$ cat config.mk
export PLATFORM = sky130hd
export DESIGN_NAME = store_align_unit
export DESIGN_NICKNAME = d
export VERILOG_FILES = /design/src/rtl/store_align_unit.sv
export SDC_FILE = /design/constraint.sdc
export NUM_CORES = 1
export LEC_CHECK = 0
export ABC_AREA = 1
export ABC_CLOCK_PERIOD_IN_PS = 12100
export CAP_MARGIN = 20
export CORE_MARGIN = 8
export CORE_UTILIZATION = 40
export DETAILED_ROUTE_END_ITERATION = 7
export PLACE_DENSITY_LB_ADDON = 0.1
export SETUP_SLACK_MARGIN = 0.4
export SLEW_MARGIN = 30
export SYNTH_ARGS = -nofsm -noshare
export SYNTH_HDL_FRONTEND = slang
export SYNTH_SLANG_ARGS = --single-unit
$ cat constraint.sdc
create_clock -name clk -period 12.1 [get_ports clk]
set_clock_uncertainty 0.2 [all_clocks]
set_input_delay 2.42 -clock clk [delete_from_list [all_inputs] [get_ports clk]]
set_output_delay 2.42 -clock clk [all_outputs]
set_load 0.03 [all_outputs]
$ cat src/rtl/store_align_unit.sv
`default_nettype none
// =============================================================================
// store_align_unit : places right-aligned store data onto the memory bus lanes,
// splitting or rejecting stores that cross a bus word.            Rev 1.0
// =============================================================================
module store_align_unit #(
  parameter int DATA_W           = 64,
  parameter int ADDR_W           = 64,
  parameter bit SPLIT_MISALIGNED = 1'b1
) (
  input  logic                clk,
  input  logic                rst,
  input  logic                req_valid,
  output logic                req_ready,
  input  logic [ADDR_W-1:0]   req_addr,
  input  logic [2:0]          req_memop,
  input  logic [63:0]         req_wdata,
  output logic                mem_valid,
  input  logic                mem_ready,
  output logic [ADDR_W-1:0]   mem_addr,
  output logic [DATA_W-1:0]   mem_wdata,
  output logic [DATA_W/8-1:0] mem_wmask,
  output logic                done,
  output logic                err
);

  localparam int NB     = DATA_W / 8;
  localparam int LOG_NB = $clog2(NB);
  localparam int W2     = 2 * DATA_W;
  localparam int M2     = 2 * NB;

  localparam logic [2:0] MEM_B = 3'd0;
  localparam logic [2:0] MEM_H = 3'd1;
  localparam logic [2:0] MEM_W = 3'd2;
  localparam logic [2:0] MEM_D = 3'd3;

  typedef enum logic [1:0] {
    IDLE = 2'd0,
    LOW  = 2'd1,
    HIGH = 2'd2
  } state_t;

  state_t            state_q, state_d;
  logic [ADDR_W-1:0] addr_q, addr_d;
  logic [W2-1:0]     wdata_q, wdata_d;
  logic [M2-1:0]     wmask_q, wmask_d;
  logic              cross_q, cross_d;
  logic              done_q, done_d;
  logic              err_q, err_d;

  logic [3:0]        req_size;
  logic [LOG_NB-1:0] req_off;
  logic [63:0]       req_trunc;
  logic [W2-1:0]     req_shift;
  logic [M2-1:0]     req_mask;
  logic [4:0]        req_end;
  logic              req_cross;
  logic              req_bad;

  always_comb begin : decode
    req_size  = 4'd0;
    req_trunc = '0;
    case (req_memop)
      MEM_B:   req_size = 4'd1;
      MEM_H:   req_size = 4'd2;
      MEM_W:   req_size = 4'd4;
      MEM_D:   req_size = 4'd8;
      default: req_size = 4'd0;
    endcase
    req_off = req_addr[LOG_NB-1:0];
    for (int i = 0; i < 8; i++) begin
      req_trunc[i*8 +: 8] = (4'(i) < req_size) ? req_wdata[i*8 +: 8] : 8'h00;
    end
    // Double-width lanes: bytes spilling past the bus word land in the upper half.
    req_shift = W2'(req_trunc) << {req_off, 3'b000};
    req_mask  = M2'(((16'd1 << req_size) - 16'd1) << req_off);
    req_end   = 5'(req_off) + 5'(req_size);
    req_cross = req_end > 5'(NB);
    req_bad   = (req_size == 4'd0) || (req_size > 4'(NB)) ||
                (req_cross && !SPLIT_MISALIGNED);
  end

  always_comb begin : next_state
    state_d = state_q;
    addr_d  = addr_q;
    wdata_d = wdata_q;
    wmask_d = wmask_q;
    cross_d = cross_q;
    done_d  = 1'b0;
    err_d   = 1'b0;
    case (state_q)
      IDLE: begin
        if (req_valid) begin
          if (req_bad) begin
            err_d = 1'b1;
          end else begin
            state_d = LOW;
            addr_d  = {req_addr[ADDR_W-1:LOG_NB], {LOG_NB{1'b0}}};
            wdata_d = req_shift;
            wmask_d = req_mask;
            cross_d = req_cross;
          end
        end
      end
      LOW: begin
        if (mem_ready) begin
          if (cross_q) begin
            state_d = HIGH;
          end else begin
            state_d = IDLE;
            done_d  = 1'b1;
          end
        end
      end
      HIGH: begin
        if (mem_ready) begin
          state_d = IDLE;
          done_d  = 1'b1;
        end
      end
      default: state_d = IDLE;
    endcase
  end

  always_ff @(posedge clk or posedge rst) begin
    if (rst) begin
      state_q <= IDLE;
      addr_q  <= '0;
      wdata_q <= '0;
      wmask_q <= '0;
      cross_q <= 1'b0;
      done_q  <= 1'b0;
      err_q   <= 1'b0;
    end else begin
      state_q <= state_d;
      addr_q  <= addr_d;
      wdata_q <= wdata_d;
      wmask_q <= wmask_d;
      cross_q <= cross_d;
      done_q  <= done_d;
      err_q   <= err_d;
    end
  end

  always_comb begin : beat_out
    mem_valid = 1'b0;
    mem_addr  = '0;
    mem_wdata = '0;
    mem_wmask = '0;
    case (state_q)
      LOW: begin
        mem_valid = 1'b1;
        mem_addr  = addr_q;
        mem_wdata = wdata_q[DATA_W-1:0];
        mem_wmask = wmask_q[NB-1:0];
      end
      HIGH: begin
        mem_valid = 1'b1;
        mem_addr  = addr_q + ADDR_W'(NB);
        mem_wdata = wdata_q[W2-1:DATA_W];
        mem_wmask = wmask_q[M2-1:NB];
      end
      default: ;
    endcase
  end

  assign req_ready = (state_q == IDLE);
  assign done      = done_q;
  assign err       = err_q;

endmodule
`default_nettype wire

Word level (Yosys, flattened, before mapping)

Cells that the tools add are included.
Widths: inputs -> output; s select.

Input port bits: 135
Output and inout bits: 140
Word-level logic and storage cells: 66
Flip-flop bits (word level): 210

Shifts and indexed selects: 3
Magnitude comparators: 10
Multiplexer cells: 26
Equality and inequality tests: 9
$add $sub $neg: 3
Reduce and logical (&&, ||, !) cells: 7
Bitwise operators: 1

Operator list:

| operator              | count |
|---|---|
| $pmux 64 s2           | 2 |
| $shl 64x6->128        | 1 |
| $add 64x4->64 const B | 1 |
| $mux 8                | 8 |
| $lt 3x4->1 const A    | 4 |
| $pmux 4 s4            | 1 |
| $pmux 8 s2            | 1 |
| $shl 1x4->16 const A  | 1 |
| $shl 16x3->16         | 1 |
| $sub 16x1->16 const B | 1 |
| $mux 2                | 5 |
| $lt 1x4->1 const A    | 2 |
| $lt 2x4->1 const A    | 2 |
| $ne 2x2->1 const B    | 4 |
| $mux 1                | 7 |
| $eq 3x2->1 const B    | 2 |
| $pmux 2 s3            | 1 |
| $add 3x4->5           | 1 |
| $gt 5x4->1 const B    | 1 |
| $gt 4x4->1 const B    | 1 |
| $logic_not 4->1       | 1 |
| $reduce_and 4->1      | 1 |
| $eq 3x1->1 const B    | 1 |
| $logic_not 3->1       | 1 |
| 8 further kinds       | 8 |

Longest topological paths before layout

Gate-level depths: netlist of run 1.

Depth in word-level cells: 7
Gate-level depth with buffers: 12
Depth with buffers taken out: 12

Least setup slack after synthesis of run 1

OpenSTA, ideal clock, no wires.

Kind: flip-flop to output port
From: reg state_q[0]
To: out mem_addr[20]
Data arrival time: 2.538 ns
Buffers on the path: 2
Required time: 9.480 ns
Path slack: 6.942 ns
Stages on the path, launching flop included: 7
Cells stage by stage: dfrtp_1 inv_1 ha_1 clkbuf_1 inv_2 clkbuf_1 o41ai_1

Cells in the longest elaborated chain, start to end: 2
Elaborated cells between the ends (all ways): 3
Those cells by class: eq/ne: 2; mux: 1

Ends and longest elaborated chain:

| element                                  | RTL line | RTL |
|---|---|---|
| start, declared                          | 43       | `state_t state_q, state_d;` |
| start signal, assigned                   | 135      | `state_q <= state_d;` |
| $eq 2x2->1 or $eq 2x1->1 (tied branches) | 150      | `case (state_q)` |
| $pmux 64 s2 *                            | 150      |  |
| end, declared                            | 20       | `output logic [ADDR_W-1:0] mem_addr,` |

Every way passes the cells marked *; elsewhere a longest branch is shown, timed or not.

Final worst setup path of run 1

From: reg state_q[0]
To: out mem_addr[11]

The elaborated chain is that of the path after synthesis.

==> out/qor.yml, run 1 <==
cpPeakStageDelay_ns: 0.91
critPathMaxFanout: 90
detail_route.first_pass.iterations: 6
path_delay_family: "buffers and inverters"
grt_overflow: 0
max_freq_ghz: 0.156
wirelength_um: 62800
p_int_mw: 1.83
syn_area_sq_um: 13900
initial_utilization_pct: 40.4
synth_top_family_by_area: "simple AND/OR/NAND/NOR gates"
hold_violations: 0
ir_drop_uv: 162
swShare_pct: 46.3
slew_headroom_pct: 33.8
fp.coreArea_sq_um: 34300
tns_ns: 0
power_switching_mw: 1.58
synth_compound_area_share_pct: 17.7
post_cts_buffers: 0
synthCells: 2126
cts_buffers: 25
dieArea_sq_um: 40800
ios: 275
wl_per_cell_um: 22.5
power_frac_clock_pct: 24.1
grt_util_all_layers_pct: 29.7
p_seq_share_pct: 35.2
yosysTopAreaCell: "dfrtp_1"
cts_resized: 0
synth_warnings: 0
pwr_density_cell_nw_per_um2: 193
synth_cell_types: 47
endpoint_kind: "primary output"
drv_slew: 0
p_comb_share_pct: 40.7
synth_edf_count: 0
synth-simple-area-share_pct: 36.0
setup_violations: 0
via_count: 15700
ys.flop_type: "dfrtp_1"
rows: 68
final_util_pct: 51.5
grt_first_pass_wirelength_um: 95300
hold_class: "flop to flop"
clock_path_buffers: 3
synthMuxAreaShare_pct: 0
drive_above_1_share_pct: 5.69
grt_pass1_vias: 15600
clk_latency_ns: 0.57
min_period_ns: 6.41
clock_sinks: 202
cts.clk_slew.worst_paths_ns: 0.06
synth_xor_area_share_pct: 0.126
clock-root-buffer: "clkbuf_16"
critPathArrivalTime_ns: 3.79
die_w_um: 202
postRouteAntennaNets: 0
yosysMostFrequentCell: "nand2_1"
path_class: "flop to primary output"
cts_tree: "done"
p_leak_nw: 7.48
synth.top_cells.by_area: "dfrtp_1, nand2_1, nand3_1"
synth_fa_ha_area_share_pct: 0.867
rsz0062_at_grt: "false"
hold_buffers: 0
syn_area_per_cell_sq_um: 6.52
nNetsFinal: 2461
cp_num_buf_inv: 4
yosysTopAreaCellShare_pct: 36.5
start_kind: "flop"
antenna_found_initial: 0
synth_commonest_cells: "nand2_1, dfrtp_1, nand3_1, inv_1, nor2_1"
gp_congestion: 0.988
cp.required_ns: 9.48
grt_max_degree: 133
synthArstFlopShare_pct: 100
maxCapViolCount: 0
vias_per_cell: 5.62
tightest_slew_ns: 0.993
htree_num_levels: 1
antennaDiodeCount: 0
drtIter0Drc: 1514
seq_area_frac_synth_pct: 36.5
finalCritPeriodShare_pct: 53.0
ys_ff_latch: 202
status: "finished clean"
crit_chain: "inv_1 -> ha_1 -> inv_4 -> buf_6 -> a221oi_1 -> clkdlybuf4s50_1"
drc_errors: 0
die_y_um: 202
hpwlAfterDp_um: 46500
synthToLayoutAreaGrowth_pct: 27.4
io_buffers: 271
cpMaxStageDelayCell: "ha_1"
-- worst register-to-register path: cells and delay by family, from the launching register on --
family / cells / cell delay, ns
buffers and inverters: 5 / 1.49
AND/OR/NAND/NOR: 4 / 1.19
flip-flops: 1 / 0.41
adder cells (fa/ha/maj): 1 / 0.24
-- cell families (layout without fill, tap and decap cells) --
family                     count (synthesis)  count (layout)
adders and majority gates                  9               9
buffers and inverters                    304             512
and+or+nand+nor                         1187            1187
AOI/OAI and AO/OA                        421             421
xor gates and xnor gates                   2               2
other                                      1               3
DFF                                      202             202
-- power groups by stage --
stage | combinational (mW) | sequential [mW] | clock (mW)
after global placement | 1.36 | 1.20 | 0
after detailed placement | 1.37 | 1.20 | 0
after global routing | 1.51 | 1.22 | 0.857
after floorplan | 0.918 | 1.07 | 0
after CTS | 1.38 | 1.19 | 0.831
final | 1.39 | 1.20 | 0.820
-- final timing paths --
kind | start | endpoint | slack, ns | cells after the start
worst max-delay path | state_q[0] | mem_addr[11] | 5.69 | 6
worst min-delay path | wmask_q[2] | wmask_q[2] | 0.28 | 2
worst max register to register | state_q[0] | wdata_q[94] | 8.50 | 10
worst min register to register | wmask_q[2] | wmask_q[2] | 0.28 | 2
max in group asynchronous | rst | wdata_q[69] | 8.34 | 3
min in group asynchronous | rst | wdata_q[118] | 2.19 | 2
-- routing by layer --
layer / up-vias / track usage [%] / part of all wire, %
met2: 710 / 49.2 / 47
li1: 7313 / - / -
met5: - / 0 / 0
met1: 7531 / 38.4 / 42
met3: 134 / 4.74 / 7.3
met4: 0 / 11.7 / 4.4
-- area by class of cell --
class / instances / area, sq um
clock buffers: 34 / 699
clock inverters: 12 / 179
fillers: 3526 / 16600
inverters: 182 / 701
multi-input cells: 1622 / 7620
flip-flops and latches: 202 / 5050
well taps: 455 / 569
repair buffers: 284 / 2820
-- through the flow --
stage | power [mW] | hold slack (ns) | setup WS, ns | cell area, sq um | instances
after global placement | 2.56 | 0.266 | 6.24 | 16700 | 2745
final | 3.41 | 0.280 | 5.69 | 17600 | 2791
after floorplan | 1.98 | 0.249 | 3.97 | 13900 | 2128
after detailed placement | 2.57 | 0.266 | 6.20 | 16700 | 2745
after CTS | 3.40 | 0.283 | 5.59 | 17600 | 2791
after global routing | 3.59 | 0.299 | 5.51 | 17600 | 2791
-- layout by cell type (no fill, tap or decap), drive strengths merged, types with 3 or more instances in the layout --
cell	count
buf	14
nand2	758
o22ai	11
a221oi	3
o31ai	5
ha	8
a22o	6
nand3	201
o211ai	41
dfrtp	202
conb	3
bufinv	4
or2	22
clkbuf	34
clkdlybuf4s50	270
clkinv	8
inv	182
a21oi	120
nand3b	3
nor3	11
nand4	12
a22oi	29
o21bai	5
o21ai	188
nor2	179
a32o	8
-- flip-flops by register name (all words and copies together) (netlist names) --
name	cells
state_q	2
err	1
cross_q	1
done	1
wdata_q	120
addr_q	61
wmask_q	16
Note: power is estimated with default switching activity, not from simulation.
==> inputs of run 2 (changes only) <==
- ABC_CLOCK_PERIOD_IN_PS: 12100 -> 6200
- clock period: 12.1 -> 6.2 ns (I/O delays scaled with it)
==> out/qor.yml, run 2 (synthesis gave the netlist of run 1 again) <==
via_count: 15500  # was 15.7k
max_freq_ghz: 0.191
grt_pass1_vias: 15200  # was 15.6k
cpPeakStageDelay_ns: 0.73  # was 0.91 ns
grt_util_all_layers_pct: 28.8  # was 29.7%
nNetsFinal: 2463  # was 2461
clock_path_buffers: 3  # unchanged
die_w_um: 202  # unchanged
pwr_density_cell_nw_per_um2: 367  # was 193 nW/um^2
largest_reg_flops: 120  # unchanged
initial_utilization_pct: 40.4  # unchanged
drtIter0Drc: 1568  # was 1514
tns_ns: 0  # unchanged
grt_overflow: 0  # unchanged
cts_tree: "done"  # unchanged
start_kind: "flop"  # unchanged
cp_common_cell: "inv_1"
ios: 275  # unchanged
path_class: "flop to primary output"  # unchanged
postRouteAntennaNets: 0  # unchanged
tightest_slew_ns: 0.999  # was 0.993 ns
wirelength_um: 60600  # was 62800 um
top_regs: "wdata_q x120, addr_q x61, wmask_q x16"  # unchanged
maxCapViolCount: 0  # unchanged
hold_buffers: 0  # unchanged
critPathMaxFanout: 63  # was 90
fp.coreArea_sq_um: 34300  # unchanged
grt_max_degree: 146  # was 133
slew_headroom_pct: 33.0  # was 33.8%
drv_slew: 0  # unchanged
crit_chain: "inv_1 -> ha_4 -> nor2_1 -> inv_1 -> o211ai_1 -> a21oi_1 -> clkdlybuf4s50_1"  # was inv_1 -> ha_1 -> inv_4 -> buf_6 -> a221oi_1 -> clkdlybuf4s50_1
post_cts_buffers: 0  # unchanged
regMostFlops: "wdata_q"  # unchanged
fin_cells: 2792  # was 2791
clk_latency_ns: 0.52  # was 0.57 ns
dp_cells: 2747  # was 2745
gp_congestion: 0.925  # was 0.988
path_delay_family: "buffers and inverters"  # unchanged
endpoint_kind: "primary output"  # unchanged
cp.required_ns: 4.76  # was 9.48 ns
hold_violations: 0  # unchanged
final_cell_mix: "nand2_1, clkdlybuf4s50_1, dfrtp_1, nand3_1, inv_1"  # unchanged
drc_errors: 0  # unchanged
cts_buffers: 25  # unchanged
status: "finished clean"  # unchanged
htree_num_levels: 1  # unchanged
detail_route.first_pass.iterations: 6  # unchanged
vias_per_cell: 5.54  # was 5.62
hpwlAfterDp_um: 44500  # was 46500 um
synthToLayoutAreaGrowth_pct: 26.7  # was 27.4%
rows: 68  # unchanged
clock_sinks: 202  # unchanged
antenna_found_initial: 1  # was 0
die_y_um: 202  # unchanged
hold_class: "flop to flop"  # unchanged
cp_num_buf_inv: 3  # was 4
final_common_cell: "nand2_1"  # unchanged
setup_violations: 0  # unchanged
min_period_ns: 5.24
finalCritPeriodShare_pct: 84.5
cts_resized: 0  # unchanged
clock-root-buffer: "clkbuf_16"  # unchanged
cpMaxStageDelayCell: "clkdlybuf4s50_1"  # was ha_1
p_leak_nw: 7.42  # was 7.48 nW
dieArea_sq_um: 40800  # unchanged
cts.clk_slew.worst_paths_ns: 0.06  # about the same
wl_per_cell_um: 21.7  # was 22.5 um
rsz0062_at_grt: "false"  # unchanged
critPathArrivalTime_ns: 3.80  # was 3.79 ns
grt_first_pass_wirelength_um: 92900  # was 95300 um
ir_drop_uv: 275  # was 162 uV
io_buffers: 271  # unchanged
drive_above_1_share_pct: 5.52  # was 5.69%
## run 2: per-layer routing
| metal | global-route usage (%) | routed length (um) | vias up | share of wire [%] |
|---|---|---|---|---|
| met5 | 0 | 0 | - | 0 |
| met4 | 10.7 | 2320 | 0 | 3.8 |
| met3 | 4.26 | 3910 | 112 | 6.4 |
| met2 | 48.4 | 29000 | 649 | 48 |
| met1 | 36.9 | 25400 | 7381 | 42 |
| li1 | - | - | 7314 | - |
## run 2: per-stage QoR
| stage | area (sq um) | worst slack [ns] | total power [mW] | utilization, % | hold slack, ns |
|---|---|---|---|---|---|
| detailed placement | 16800 | 1.50 | 5.04 | 49.0 | 0.267 |
| CTS | 17600 | 0.931 | 6.45 | 51.2 | 0.283 |
| global placement | 16800 | 1.54 | 5.02 | 49.0 | 0.265 |
| global route | 17600 | 0.798 | 6.82 | 51.2 | 0.294 |
| finish | 17600 | 0.962 | 6.43 | 51.2 | 0.278 |
| floorplan | 13900 | 2.14 | 3.87 | - | 0.249 |
## run 2: where the power goes
group / leakage, nW / total (mW) / switching [mW] / internal (mW)
registers: 2.65 / 2.28 / 0.509 / 1.77
clock network: 0.369 / 1.40 / 0.600 / 0.800
logic: 4.40 / 2.75 / 1.90 / 0.856
total: 7.42 / 6.43 / 3.01 / 3.43
## run 2: worst min-delay path, stage by stage, from the launching register on
cell     delay, ns
dfrtp_1       0.34
nand2_1       0.05
nand2_1       0.06
## run 2: final timing paths
check,start,endpoint,slack (ns),cells past startpoint
max,state_q[1],mem_addr[22],0.96,7
min,wdata_q[90],wdata_q[90],0.28,2
max reg2reg,state_q[0],wdata_q[77],2.74,9
min reg2reg,wdata_q[90],wdata_q[90],0.28,2
max in group asynchronous,rst,wdata_q[58],4.01,3
min in group asynchronous,rst,err,1.11,3
## run 2: final cells by class
class / instances / area [sq um]
inverter: 182 / 692
antenna: 1 / 2.50
fill: 3524 / 16700
clock buffer: 38 / 724
timing repair buffer: 286 / 2860
sequential: 202 / 5050
multi-input combinational: 1622 / 7620
clock inverter: 6 / 35.0
tap: 455 / 569
==> inputs of run 3 (changes only) <==
- ABC_CLOCK_PERIOD_IN_PS: 6200 -> 4900
- clock period: 6.2 -> 4.9 ns (I/O delays scaled with it)
==> out/qor.yml, run 3 (synthesis gave the netlist of run 1 again) <==
drc_errors: 0  # unchanged
p_leak_nw: 7.73  # was 7.42 nW
tightest_slew_ns: 0.935  # was 0.999 ns
drive_above_1_share_pct: 5.98  # was 5.52%
dieArea_sq_um: 40800  # unchanged
grt_max_degree: 128  # was 146
initial_utilization_pct: 40.4  # unchanged
fp.coreArea_sq_um: 34300  # unchanged
cts_buffers: 25  # unchanged
grt_pass1_vias: 15300  # was 15.2k
grtUsageMet3_pct: 4.61  # was 4.26%
top_regs: "wdata_q x120, addr_q x61, wmask_q x16"  # unchanged
grt_overflow: 0  # unchanged
largest_reg_flops: 120  # unchanged
cts.clk_slew.worst_paths_ns: 0.06  # about the same
nNetsFinal: 2467  # was 2463
gp_congestion: 1.01  # was 0.925
vias_per_cell: 5.56  # was 5.54
clock_sinks: 202  # unchanged
hold_buffers: 0  # unchanged
tns_ns: 0  # unchanged
pwr_density_cell_nw_per_um2: 473  # was 367 nW/um^2
hold_class: "flop to flop"  # unchanged
ios: 275  # unchanged
final_cell_mix: "nand2_1, clkdlybuf4s50_1, dfrtp_1, nand3_1, inv_1"  # unchanged
clk_latency_ns: 0.56  # was 0.52 ns
cts_tree: "done"  # unchanged
critPathArrivalTime_ns: 3.25  # was 3.80 ns
rsz0062_at_grt: "false"  # unchanged
met2_usage_pct: 49.5  # was 48.4%
start_kind: "flop"  # unchanged
grt_first_pass_wirelength_um: 94400  # was 92900 um
hold_start: "wdata_q[91]"  # was wdata_q[90]
design_area_sq_um: 17800  # was 17600 sq um
max_freq_ghz: 0.226
crit_chain: "nand2_1 -> nor2_1 -> nand2_1 -> nor2_1 -> nand2_1 -> nor2_1 -> o21ai_0 -> a21oi_1 -> clkdlybuf4s50_1"  # was inv_1 -> ha_4 -> nor2_1 -> inv_1 -> o211ai_1 -> a21oi_1 -> clkdlybuf4s50_1
final_common_cell: "nand2_1"  # unchanged
ir_drop_uv: 349  # was 275 uV
cpMaxStageDelayCell: "clkdlybuf4s50_1"  # unchanged
status: "finished clean"  # unchanged
grt_util_met1_pct: 36.9  # about the same
synthToLayoutAreaGrowth_pct: 28.2  # was 26.7%
antenna_found_initial: 0  # was 1
place_area_sq_um: 16900  # was 16800 sq um
slew_headroom_pct: 37.3  # was 33.0%
hpwlAfterDp_um: 45500  # was 44500 um
wirelength_um: 61600  # was 60600 um
critPathMaxFanout: 6  # was 63
hold_violations: 0  # unchanged
maxCapViolCount: 0  # unchanged
endpoint_kind: "primary output"  # unchanged
drtIter0Drc: 1490  # was 1568
wl_per_cell_um: 22.0  # was 21.7 um
die_w_um: 202  # unchanged
clock_path_buffers: 3  # unchanged
final_util_pct: 51.8  # was 51.2%
cpPeakStageDelay_ns: 0.72  # was 0.73 ns
die_y_um: 202  # unchanged
antennaDiodeCount: 0  # was 1
regMostFlops: "wdata_q"  # unchanged
busiest_layer: "met2"  # unchanged
crit_start: "addr_q[39]"  # was state_q[1]
rows: 68  # unchanged
io_buffers: 271  # unchanged
rr_startpoint: "state_q[1]"  # was state_q[0]
cp.required_ns: 3.72  # was 4.76 ns
power_mw: 8.40  # was 6.43 mW
htree_num_levels: 1  # unchanged
via_count: 15600  # was 15.5k
grt_util_all_layers_pct: 29.3  # was 28.8%
finalCritPeriodShare_pct: 90.4
postRouteAntennaNets: 0  # unchanged
detail_route.first_pass.iterations: 5  # was 6
min_period_ns: 4.43
drv_slew: 0  # unchanged
path_class: "flop to primary output"  # unchanged
clock-root-buffer: "clkbuf_16"  # unchanged
setup_violations: 0  # unchanged
-- run 3: changes by cell type in the layout (fill, tap and decap cells not counted), moves of 2 or more --
cell and delta:
bufinv_16 +3, dlymetal6s2s_1 +12, buf_12 +3, clkbuf_1 -2, clkdlybuf4s50_1 -13
-- run 3: path summary, 6_finish.rpt --
kind | end | slack, ns | cells past startpoint
setup / recovery | mem_addr[42] | 0.47 | 9
hold / removal | wdata_q[91] | 0.28 | 2
setup reg to reg | wdata_q[113] | 1.78 | 8
hold reg to reg | wdata_q[91] | 0.28 | 2
max in group asynchronous | wdata_q[43] | 2.62 | 3
min in group asynchronous | wdata_q[48] | 0.69 | 2
-- run 3: worst max-delay path: cells and delay by family (launching register included) --
family / cells / cell delay, ns
AO/OA/AOI/OAI: 2 / 0.28
buffers and inverters: 1 / 0.72
flip-flops: 1 / 0.53
AND/OR/NAND/NOR: 6 / 1.14
-- run 3: what timing repair did --
action                     CTS  global route
pin swaps                    1             0
resized for setup            2            16
setup endpoints to repair   13            15
buffers inserted             1             0
gates cloned                 0             0
-- run 3: layout make-up --
type | count | area, sq um
multi-input combinational | 1622 | 7630
clock buffer | 35 | 703
sequential | 202 | 5050
tap | 455 | 569
timing repair buffer | 290 | 2970
inverter | 182 | 692
fill | 3512 | 16500
clock inverter | 11 | 151
-- run 3: where the power goes --
part / internal [mW] / switching [mW] / total [mW]
registers: 2.24 / 0.640 / 2.88
clock network: 1.17 / 0.794 / 1.96
logic: 1.12 / 2.44 / 3.56
-- run 3: layer usage --
| metal | vias to the layer above | part of all wire, % |
|---|---|---|
| met5 | - | 0 |
| met4 | 0 | 4.7 |
| met3 | 139 | 6.2 |
| met2 | 628 | 48 |
| met1 | 7446 | 41 |
| li1 | 7342 | - |
-- run 3: per-stage QoR --
step	setup slack, ns	hold WS (ns)	std cells
after floorplan	1.10	0.249	2128
after global placement	0.718	0.262	2750
after detailed placement	0.715	0.266	2750
after CTS	0.403	0.283	2797
after global routing	0.410	0.295	2797
final	0.472	0.280	2797
==> variant 1, RTL diff (settings of run 1) <==
Set the parameter `ADDR_W` to 128 (it was 64).
--- a/src/rtl/store_align_unit.sv
+++ b/src/rtl/store_align_unit.sv
@@ -5,7 +5,7 @@
 // =============================================================================
 module store_align_unit #(
   parameter int DATA_W           = 64,
-  parameter int ADDR_W           = 64,
+  parameter int ADDR_W           = 128,
   parameter bit SPLIT_MISALIGNED = 1'b1
 ) (
   input  logic                clk,
Interface: changed (resized mem_addr and req_addr); port bits go from 275 to 403. No check against the original RTL was run, so the function may have changed too.
==> variant 1 against run 1 <==
Final cell count rose by 47%; global-route usage rose by 5.6 points; utilization rose by 0.22 points; wire length rose by 65%; final area rose by 42%; synthesized area rose by 42%; power rose by 46%; setup slack got worse by 1.2 ns; sequential cell count rose by 64; largest cell class unchanged.
==> variant 1: results (changes against run 1) <==
Synth
  • Synth cell types: 50 (+6.4%)
  • Seq/Total Area, Yosys: 0.340 (-0.0253)
  • Top cell type's share of synthesized area: 0.340 (-0.0253)
  • Largest cells by area after synthesis: dfrtp_1, nand2_1, o21ai_0
  • Commonest cells in the netlist: nand2_1, nor2_1, o21ai_0

Layout
  • Clk cell area share: 0.0432 (-0.00663)
  • Inverters: 351 (+93%)
  • # fillers: 5009 (+42%)
  • Data buffer area share: 0.167 (+0.00721)
  • Share of layout cells above drive strength 1: 0.0482 (-0.00871)
  • Multi-input logic area: 11100 um2 (+45%)
  • Biggest regs: addr_q (125), wdata_q (120), wmask_q (16)
  • Antenna cell count: 2 (+2)
  • Layout clock buffers: 51 (+50%)
  • Seq area share: 0.265 (-0.0217)
  • Final nets: 3670 (+49%)
  • Non-CTS buffers: 415 (+46%)
  • P&R area growth vs syn: 28.2%

Min path
  • HP Start: wdata_q[83]$_DFFE_PP0P_
  • Hold crit path type: flip-flop to flip-flop

Global route
  • Vias in the first global route: 23299 (+50%)
  • First-pass GRT wire length: 151000 um (+58%)
  • Initial antenna violation count: 8 (+8)
  • Pin count of the biggest net entering global routing: 152 (+14%)
  • GRT Util Overall: 0.353 (+0.0558)

Pwr
  • P_int: 0.00257 W (+40%)
  • Worst vdd ir: 121 uV (-26%)
  • Leak pwr: 10.0 nW (+34%)

Routing
  • Total wire length: 103000 um (+65%)
  • Drt first-iter violations: 2567 (+70%)
  • Vias: 23847 (+52%)

Setup path
  • Crit path to: mem_addr[14]
  • CP Max Fanout: 53 (-41%)
  • Reg-to-Reg Start: state_q[1]$_DFFE_PP0P_
  • R2r endpoint: wdata_q[115]$_DFFE_PP0P_
  • Worst EP arrival: 5.03 ns (+1.24 ns)

STA
  • Tcrit/Tclk final: 0.633 (+0.103)
  • Measured slew at the worst slew-check pin: 0.988 ns (-0.00485 ns)

Place
  • Placement Setup Slack: 5.06 ns (-1.14 ns)
  • Placed Area: 24000 um2 (+43%)
  • RD Place Congestion: 1.03 (+3.9%)
  • DP HPWL: 79100 um (+70%)

Floorplan
  • Core Region: 48600 um2 (+42%)

Status
  • Status: finished clean

Clock tree
  • CTS Sinks: 266 (+32%)
  • Clock-pin slew on the worst setup and hold paths: 0.05 ns
  • Number of CTS-inserted buffers: 35 (+40%)
  • CTS root buffer: clkbuf_16
  • CTS H-Tree Depth: 2 (+1)
variant 1: logic make-up (layout without fill, tap and decap cells):
kind of cell / count (synthesis) / in the layout / synth area share
adder cells (fa/ha/maj): 9 / 9 / 0.00613
AO/OA/AOI/OAI: 603 / 603 / 0.172
AND/OR/NAND/NOR: 1775 / 1775 / 0.384
buffers and inverters: 486 / 825 / 0.0966
flip-flops: 266 / 266 / 0.340
XOR/XNOR: 3 / 3 / 0.00134
other: 1 / 5 / 0.000191
variant 1: power by group through the flow:
| stage | clock network, W | logic [W] | registers, W |
|---|---|---|---|
| after global routing | 0.00108 | 0.00239 | 0.00174 |
| final | 0.00104 | 0.00223 | 0.00172 |
| after global placement | 0 | 0.00218 | 0.00170 |
| after detailed placement | 0 | 0.00220 | 0.00169 |
| after floorplan | 0 | 0.00135 | 0.00149 |
| after CTS | 0.00105 | 0.00221 | 0.00169 |
variant 1: worst max-delay path: stages (launching register included):
cell and delay (ns):
dfrtp_1 0.36, inv_1 0.07, ha_1 0.58, nand2_4 0.62
clkinv_2 0.90, buf_4 0.60, a22oi_1 0.28, o21ai_0 0.13
o21ai_0 0.11, inv_1 0.05, clkdlybuf4s50_1 0.59
variant 1: metrics by stage:
stage	cells	hold WS, ns
floorplan	3145	0.249
detailed placement	4044	0.283
finish	4108	0.300
CTS	4103	0.296
global route	4108	0.312
global placement	4044	0.278
variant 1: metal layers:
metal / part of all wire / track usage / vias to the layer above
met5: 0.00067 / 0 / -
met4: 0.065 / 0.199 / 10
met3: 0.083 / 0.0649 / 299
met2: 0.47 / 0.596 / 1360
met1: 0.38 / 0.421 / 11386
li1: - / - / 10792
==> variant 2, RTL diff (flow settings as in run 1) <==
Without the edit above. Register the output `err` once more, cleared by the reset; this adds one clock of latency there. The other outputs are not delayed to match.
--- a/src/rtl/store_align_unit.sv
+++ b/src/rtl/store_align_unit.sv
@@ -166,7 +166,13 @@
 
   assign req_ready = (state_q == IDLE);
   assign done      = done_q;
-  assign err       = err_q;
+  always_ff @(posedge clk or posedge rst) begin
+    if (rst) begin
+      err <= '0;
+    end else begin
+      err <= err_q;
+    end
+  end
 
 endmodule
 `default_nettype wire
Behaviour: not the same (a bounded check fails within 4 cycles, from zero or initial values and one cycle with rst high).
==> variant 2 against run 1 <==
Power fell by 1.1%; wire length shrank 10%; count of clock-buffer cells in the layout increased by 2; setup slack worse by 0.63 ns; sequential share of layout area rose by 0.55 points; sequential cell count rose by 1; synthesized area fell by 2.0%; die area down 1.8%; register-to-register slack improved by 0.21 ns; final cell count shrank 0.90%; final area shrank 1.4%; critical path type unchanged; largest power group unchanged; highest routed layer is now met5.
==> variant 2: results (changes against run 1) <==
Status
  • Status: finished clean

Layout
  • Multi-input gates: 1628 (+0.37%)
  • Layout clock buffers: 36 (+5.9%)
  • Share of layout cells above drive strength 1: 0.0440 (-0.0129)
  • Data buffer area share: 0.163 (+0.00348)
  • Multi-input logic area: 7450 um2 (-2.3%)
  • Multi-input gate share of total cell area: 0.428 (-0.00402)
  • Clk cell area share: 0.0500 (+0.000202)
  • Antenna cell count: 1 (+1)
  • Final nets: 2440 (-0.85%)
  • Inverters: 156 (-14%)
  • # fillers: 3388 (-3.9%)
  • Seq area share: 0.292 (+0.00550)

Setup path
  • Crit path to: mem_addr[19]
  • CP max stage delay: 0.94 ns (+0.03 ns)
  • R2R setup slack: 8.71 ns (+0.21 ns)
  • CP Max Fanout: 75 (-17%)
  • Worst EP arrival: 4.42 ns (+0.63 ns)
  • R2r endpoint: wdata_q[4]$_DFFE_PP0P_
  • Element type at the critical path start: flip-flop
  • R2R depth: 7 (-3)

Pwr
  • Sequential power share: 0.344 (-0.008)
  • P_int: 0.00186 W (+1.8%)
  • P per Cell Area: 194 nW/um2 (+0.28%)
  • Worst vdd ir: 115 uV (-29%)

STA
  • Measured slew at the worst slew-check pin: 0.981 ns (-0.0119 ns)
  • Worst hold slack: 0.152 ns (-0.128 ns)
  • Min Tclk post-route: 7.04 ns (+0.630 ns)

Min path
  • HP Start: err_q$_DFF_PP0_
  • Hold Path Sink: err$_DFF_PP0_

Global route
  • First-pass GRT wire length: 87300 um (-8.4%)
  • GRT Util Overall: 0.270 (-0.0275)
  • Initial antenna violation count: 2 (+2)
  • Vias in the first global route: 14716 (-5.4%)
  • Pin count of the biggest net entering global routing: 135 (+1.5%)

Synth
  • Commonest cells in the netlist: nand2_1, dfrtp_1, nand3_1
  • FF+latch count, synth: 203 (+0.50%)
  • Largest cells by area after synthesis: dfrtp_1, nand2_1, nand3_1
  • Post-Syn Instances: 2105 (-0.99%)
  • Synth cell types: 42 (-11%)
  • Mapped Area: 13600 um2 (-2.0%)
  • Seq/Total Area, Yosys: 0.374 (+0.00910)

Place
  • RD Place Congestion: 0.980 (-0.76%)
  • DP HPWL: 40900 um (-12%)
  • Placed Area: 16500 um2 (-1.5%)
  • Placed Cells: 2718 (-0.98%)

Clock tree
  • Worst-Skew Late Latency: 0.53 ns (-0.04 ns)

Routing
  • Drt first-iter violations: 1426 (-5.8%)
  • Post-DR vias/cell: 5.50 (-2.1%)
  • Drt wl/cell: 20.4 um (-9.2%)
-- variant 2: cell count changes after synthesis, sizes merged, moves of 3 or more --
cell	delta
a32o	-3
a22oi	+3
nand3	-33
nand4	+4
nand2	+73
o21ai	-6
or2	-16
o211ai	-14
inv	-26
a21oi	+6
-- variant 2: kinds of logic after synthesis --
family,synth area share
simple gates,0.366
compound gates,0.170
buf+inv,0.0819
flops,0.374
fa+ha+maj,0.00645
xor+xnor,0.00129
other cells,0.000276
-- variant 2: layer usage --
| metal | global-route usage | vias to the layer above | share of wire |
|---|---|---|---|
| met1 | 0.355 | 7153 | 0.42 |
| met4 | 0.0912 | 2 | 0.036 |
| met2 | 0.442 | 734 | 0.47 |
| met5 | 0 | - | 0.00034 |
| met3 | 0.0484 | 108 | 0.077 |
| li1 | - | 7228 | - |
